<file path="config.mk">
export PLATFORM = sky130hd
export DESIGN_NAME = board_lock_clear
export DESIGN_NICKNAME = d
export VERILOG_FILES = /design/src/rtl/board_lock_clear.sv
export SDC_FILE = /design/constraint.sdc
export NUM_CORES = 1
export LEC_CHECK = 0
export ABC_AREA = 1
export BUFFER_PORTS_ARGS = -buffer_cell sky130_fd_sc_hd__buf_2
export CAP_MARGIN = 20
export CORE_MARGIN = 3
export CORE_UTILIZATION = 40
export DETAILED_ROUTE_END_ITERATION = 12
export PLACE_DENSITY_LB_ADDON = 0.12
export REMOVE_ABC_BUFFERS = 1
export SLEW_MARGIN = 20
export SYNTH_ARGS = -nofsm -noshare
export SYNTH_HDL_FRONTEND = slang
export SYNTH_SLANG_ARGS = --single-unit
</file>
<file path="constraint.sdc">
create_clock -name frame_clk -period 28.1 [get_ports frame_clk]
set_input_delay 5.62 -clock frame_clk [delete_from_list [all_inputs] [get_ports frame_clk]]
set_output_delay 5.62 -clock frame_clk [all_outputs]
set_load 0.01 [all_outputs]
</file>
<file path="src/rtl/board_lock_clear.sv">
// board_lock_clear: merges a landed piece into the settled board. It then clears
// full rows one at a time, bottom-up, and either requests the next piece (Spawn) or
// ends the game.
// Optional feature: define BOARD_SCORE_EN to enable the per-lock score accumulator.
// If it is not defined, score is tied to zero.
module board_lock_clear #(
    parameter int ROWS       = 20,
    parameter int COLS       = 10,
    parameter int SPAWN_ROWS = 2,
    parameter int LINE_W     = 16
) (
    input  logic                          frame_clk,
    input  logic                          Reset,
    input  logic                          startGame,
    input  logic                          fell,
    input  logic [ROWS-1:0][COLS-1:0]     currBlocks,
    output logic [ROWS-1:0][COLS-1:0]     fallenBlocks,
    output logic                          Spawn,
    output logic                          lineBreak,
    output logic                          gameOver,
    output logic [LINE_W-1:0]             lines,
    output logic [31:0]                   score
);

    localparam int ROW_W = $clog2(ROWS);

    typedef enum logic [2:0] {IDLE, MERGE, SCAN, SHIFT, CHECK, DEAD} state_t;

    state_t                      state;
    logic [ROWS-1:0][COLS-1:0]   board;
    logic [ROWS-1:0][COLS-1:0]   latch;
    logic [ROW_W-1:0]            r;
    logic [2:0]                  k;
    logic                        over_flag;
    logic                        top_busy;

    assign fallenBlocks = board;

    // Any cell occupied in the spawn area means the next piece cannot enter.
    always_comb begin
        // NOTE: give every always_comb output a default first so that no path leaves it unassigned and infers a latch.
        top_busy = 1'b0;
        for (int i = 0; i < SPAWN_ROWS; i++) begin
            top_busy = top_busy | (|board[i]);
        end
    end

    // Lock sequencer: merge, scan/shift full rows bottom-up, then spawn or die.
    always_ff @(posedge frame_clk or posedge Reset) begin
        if (Reset) begin
            state     <= IDLE;
            // NOTE: the board is reset in full because it is architectural game state, not a RAM that may power up as garbage.
            board     <= '0;
            latch     <= '0;
            r         <= '0;
            k         <= '0;
            over_flag <= 1'b0;
            Spawn     <= 1'b0;
            lineBreak <= 1'b0;
            gameOver  <= 1'b0;
            lines     <= '0;
        end else begin
            // NOTE: non-blocking assignments everywhere here so that every register samples the pre-edge values of the others.
            Spawn     <= 1'b0;
            lineBreak <= 1'b0;
            case (state)
                IDLE, DEAD: begin
                    if (startGame) begin
                        board     <= '0;
                        lines     <= '0;
                        gameOver  <= 1'b0;
                        over_flag <= 1'b0;
                        Spawn     <= 1'b1;
                        state     <= IDLE;
                    end else if (state == IDLE && fell) begin
                        latch     <= currBlocks;
                        k         <= '0;
                        over_flag <= 1'b0;
                        state     <= MERGE;
                    end
                end
                MERGE: begin
                    board <= board | latch;
                    if (|(board & latch)) begin
                        over_flag <= 1'b1;
                    end
                    r     <= ROW_W'(ROWS - 1);
                    state <= SCAN;
                end
                SCAN: begin
                    if (board[r] == '1) begin
                        state <= SHIFT;
                    end else if (r == '0) begin
                        state <= CHECK;
                    end else begin
                        r <= r - 1'b1;
                    end
                end
                SHIFT: begin
                    // Everything above the full row drops by one and row r is rescanned.
                    for (int i = 1; i < ROWS; i++) begin
                        if (ROW_W'(i) <= r) begin
                            board[i] <= board[i-1];
                        end
                    end
                    board[0] <= '0;
                    if (lines != '1) begin
                        lines <= lines + 1'b1;
                    end
                    if (k != 3'd7) begin
                        k <= k + 3'd1;
                    end
                    state <= SCAN;
                end
                CHECK: begin
                    if (over_flag || top_busy) begin
                        gameOver <= 1'b1;
                        state    <= DEAD;
                    end else begin
                        Spawn     <= 1'b1;
                        lineBreak <= (k != 3'd0);
                        state     <= IDLE;
                    end
                end
                default: state <= IDLE;
            endcase
        end
    end

`ifdef BOARD_SCORE_EN
    logic [31:0] score_q;
    logic [31:0] score_inc;
    logic [32:0] score_sum;

    // Points for this lock, indexed by rows cleared; four or more earn the maximum.
    always_comb begin
        score_inc = 32'd0;
        case (k)
            3'd0:    score_inc = 32'd0;
            3'd1:    score_inc = 32'd40;
            3'd2:    score_inc = 32'd100;
            3'd3:    score_inc = 32'd300;
            default: score_inc = 32'd1200;
        endcase
        score_sum = {1'b0, score_q} + {1'b0, score_inc};
    end

    // Score accumulator: cleared with the board, updated once per lock, saturating.
    always_ff @(posedge frame_clk or posedge Reset) begin
        if (Reset) begin
            score_q <= '0;
        end else if ((state == IDLE || state == DEAD) && startGame) begin
            score_q <= '0;
        end else if (state == CHECK) begin
            score_q <= score_sum[32] ? '1 : score_sum[31:0];
        end
    end

    assign score = score_q;
`else
    assign score = 32'd0;
`endif

endmodule

</file>
**After elaboration in Yosys (flattened, before gate mapping)**

Cells that the tools add are included.

- Flip-flop bits (word level): 431
- Latch bits: 0
- Memory bits (writable): 0
- Bits in read-only memories: 0
- Output and inout port bits: 251
- Memories kept: 0

- $add $sub $neg: 3
- Multipliers: 0
- Div/mod/pow operators: 0
- Magnitude comparators: 20
- Equality and inequality tests: 38
- Shift operators: 0
- Mux-type cells: 51
- Bitwise gates (word level): 4
- Reduce and logical (&&, ||, !) cells: 42

Operator list:

| operator | count |
|---|---|
| $pmux 200 s3 | 1 |
| $and 200x200->200 | 1 |
| $mux 10 | 20 |
| $mux 200 | 1 |
| $or 200x200->200 | 1 |
| $reduce_or 200->1 | 1 |
| $reduce_and 3->1 | 24 |
| $ne 2x2->1 const B | 28 |
| $bmux 10 s5 | 1 |
| $le 4x5->1 const A | 8 |
| $mux 16 | 2 |
| $pmux 16 s2 | 1 |
| $mux 3 | 8 |
| $le 3x5->1 const A | 4 |
| $le 5x5->1 const A | 4 |
| $reduce_or 10->1 | 2 |
| $add 16x1->16 const B | 1 |
| $ne 16x16->1 const B | 1 |
| $pmux 3 s4 | 1 |
| $eq 10x10->1 const B | 1 |
| $le 2x5->1 const A | 2 |
| $mux 5 | 2 |
| $pmux 5 s2 | 1 |
| $mux 1 | 9 |
| other kinds (21) | 33 |

**Logic depth before layout (Yosys ltp)**

- Depth in word-level cells: 5
- Depth in mapped cells: 15
- Gate-level depth less buffers: 13

**Least setup slack after synthesis**

OpenSTA, ideal clock, no wires.

- Kind: input-to-reg
- From: input port startGame
- To: register latch[100] (netlist name)
- Library setup time: 125 ps
- Arrival: 6707 ps
- Data required time: 27975 ps
- Path slack: 21269 ps
- Cell stages on the path: 5
- Buffers on the path: 2
- Cell sequence: inv_1 nand3_1 clkbuf_1 buf_2 mux2_2

- Longest elaborated chain between the ends: 2

Ends and longest elaborated chain:

| item | RTL line | source |
|---|---|---|
| start, declared | 14 | `input logic startGame,` |
| $not 1->1 (no line) | -- |  |
| $reduce_and 3->1 (no line) | -- |  |
| end signal, assigned | 76 | `latch <= currBlocks;` |
| end, declared | 31 | `logic [ROWS-1:0][COLS-1:0] latch;` |

No other way between the ends.
A chain may end at the register's enable or synchronous reset.

**Final worst setup path**

- From: input port fell
- To: register latch[99] (netlist name)

- Longest elaborated chain between the ends: 2

Ends and longest elaborated chain:

| item | RTL line | source |
|---|---|---|
| start, declared | 15 | `input logic fell,` |
| $logic_and 1x1->1 | 75 | `end else if (state == IDLE && fell) begin` |
| $reduce_and 3->1 (no line) | -- |  |

No other way between the ends.

==> summary.md <==
| Metric | Value |
|---|---|
| Status | finished, final reports clean |
| Layout cells sized above 1 | 0.225 |
| Worst clock skew | 11.5 ps |
| Worst-Margin Slew | 1010 ps |
| CP Depth | 7 |
| CTS tree | yes |
| Crit path DAT | 8340 ps |
| Largest net degree at the start of global routing | approximately 170 |
| Post-synth EDFFs | 0 |
| Tot GR Track Use | 0.267 |
| DP HPWL | 58.3 mm |
| Startpoint Class | input pin |
| Hold Fails Final Rpt | 0 |
| WS Path Type | input pin to flip-flop |
| Power per Cell Area | around 130 nW/um^2 |
| Ys flop type | dfrtp_1 |
| Worst path required time | 28570 ps |
| DRC violations left | 0 |
| Delay of the slowest cell on the worst path | about 840 ps |
| Design Area, Final | 26700 um^2 |
| RD Place Congestion | 0.889 |
| Yosys cell types | 57 |
| R2r setup slk | ~24000 ps |
| Core area | 55500 um^2 |
| Inserted Diodes | 0 |
| DP Cell Count | roughly 3800 |
| Synth-to-layout area growth | 18.2% |
| Util after Layout | 0.481 |
| CP Capture Type | flip-flop |
| Synth top area share | 0.478 |
| Max-slew violation count | 0 |
| Setup TNS | 0 ps |
| Final std cells w/o fill | approximately 3900 |
| Max cap viols | 0 |
| DRT Pass-1 Iters | 5 |
| Root Driver | clkbuf_16 |
| Final Critical Period | 7870 ps |
| Post-CTS sizing | 0 |
| CP Buf/Inv Count | 4 |
| Wire length per cell | 21.1 um |
| Synthesis-stage register bit count | 431 |
| Mapped cell area | around 23000 um^2 |
| Clock Sinks | 431 |
| Reg clk slew, reported paths | 60 ps |
| Number of global-route vias before repair | 20500 |
| Vias per cell | 5.46 |
| FILL cells | 5574 |
| Max_slew headroom | 0.326 |
| Static Leak | roughly 13 nW |
| Cell mode on critical path | buf_4 |
| WHS Path Cells | 2 |
| Synthesis Warnings | 0 |
| Top cells by area, synth | dfrtp_1 48%, o21ai_0 9.4%, nand2_1 8.2% |
| Synth area leader | dfrtp_1 |
| Placed Area | 25000 um^2 |
| Count of hold-fix buffers inserted at cts | 0 |
| Commonest cells in the synthesized netlist | 496 x nand2_1, 431 x dfrtp_1, 422 x o21ai_0 |
| Buffer count from post-CTS setup fixing | 0 |
| H-Tree Depth | 2 |
| Initial antenna violation count | 0 |
| Cells after Synth | 2719 |
| Min-Delay Path Class | flip-flop to flip-flop |
| Syn Area/Cell | 8.31 um^2 |
| Ports | 455 |
| Worst-path fanout max | 83 |
| Clk_lat worst skew | 590 ps |
| Routed vias | approximately 21000 |
| CP delay by family, top | buffers and inverters |
| Final ANT Viol Nets | 0 |
| Clock buffer depth | 3 |
| Asr flop ratio synth | 1.00 |
| RSZ-0062 raised after global routing | false |
| Final Cycle Share | 0.280 |
| Final wirelength | a little over 80 mm |
| Clock buffer count from CTS | 50 |
| Global-route wire length before repair | between 100 and 150 mm |
| Starting Density | 0.407 |
| Most used standard cell by instance count after synthesis | nand2_1 |
| Final Net Count | ~3300 |
| Initial drt markers | 1878 |
| Fmax | 127 MHz |
| Crit path cell chain | buf_2, inv_1, nor2_1, nand3_4, buf_4, buf_4, mux2_2 |
| Die Y | 244 um |
| Slowest CP cell | buf_4 |
| Sequential-to-total area share from yosys stat | 0.478 |
| Worst Reg-to-Reg Cells | 13 |
| Worst vdd ir | about 0.074 mV |
| Buffers on Ports | roughly 420 |
| Die width | 244 um |
| Setup-failing EPs final | 0 |
| Die ar. | slightly below 60000 um^2 |
| Row cnt | 86 |
| Gr ovfl total | 0 |
[placed cells by master (no fill, tap or decap), drive strengths merged, types with 28 or more instances in the layout]
| cell | synthesis | layout |
|---|---|---|
| a21oi | 163 | 163 |
| buf | 111 | 441 |
| clkbuf | 67 | 73 |
| conb | 1 | 32 |
| dfrtp | 431 | 431 |
| inv | 303 | 303 |
| mux2 | 135 | 135 |
| nand2 | 500 | 500 |
| nand3 | 112 | 112 |
| nor2 | 194 | 194 |
| o211ai | 28 | 28 |
| o21ai | 444 | 444 |
| o22ai | 70 | 70 |
[cells by family after synthesis]
family / synth area share
DFF: 0.478
other: 0.000166
adders and majority gates: 0.00499
xor gates and xnor gates: 0.00233
muxes: 0.0673
AOI/OAI and AO/OA: 0.196
and+or+nand+nor: 0.159
buffers and inverters: 0.0924
[tightest hold or removal path: stages, from the launching register on]
cell and delay [ps]:
dfrtp_1 370, nand2_1 70, nand2_1 50
[power by group]
part,switching (W),internal [W]
registers,0.000324,0.000895
logic,0.00100,0.000519
clock network,0.000268,0.000403
[layer usage]
| layer | track usage | part of all wire | up-vias |
|---|---|---|---|
| li1 | - | - | 9804 |
| met5 | 0 | 0 | - |
| met4 | 0.0833 | 0.029 | 0 |
| met2 | 0.443 | 0.48 | 843 |
| met3 | 0.0384 | 0.068 | 147 |
| met1 | 0.362 | 0.43 | 10200 |
[cell type report]
cell class              count  area, um^2  area share
clock inverters            16         158     0.00591
clock buffers              73        1530      0.0574
multi-input cells        1837        9850       0.369
inverters                 304        1150      0.0431
flip-flops and latches    431       10800       0.404
well taps                 748         936      0.0351
repair buffers            441        2270      0.0851
[sequential cells by signal (all words and copies together), names as in the netlist]
register,count
r,5
latch,200
over_flag,1
Spawn,1
lineBreak,1
state,3
lines,16
k,3
fallenBlocks,200
gameOver,1
[worst paths after layout]
kind	end	startpoint
max	latch[99]$_DFFE_PP0P_	fell
min	over_flag$_DFFE_PP0P_	over_flag$_DFFE_PP0P_
max reg2reg	r[0]$_DFFE_PP0P_	r[0]$_DFFE_PP0P_
min reg2reg	over_flag$_DFFE_PP0P_	over_flag$_DFFE_PP0P_
max in group asynchronous	fallenBlocks[159]$_DFFE_PP0P_	Reset
min in group asynchronous	latch[32]$_DFFE_PP0P_	Reset
[per-stage QoR]
stage / setup WS [ps] / hold slack, ps / total power (W)
floorplan: 10480 / 450 / 0.00211
global placement: 19720 / 492 / 0.00270
detailed placement: 19670 / 500 / 0.00273
CTS: 20280 / 521 / 0.00342
global route: 20100 / 547 / 0.00365
finish: 20230 / 516 / 0.00341
Power figures use the tool's default switching activity.
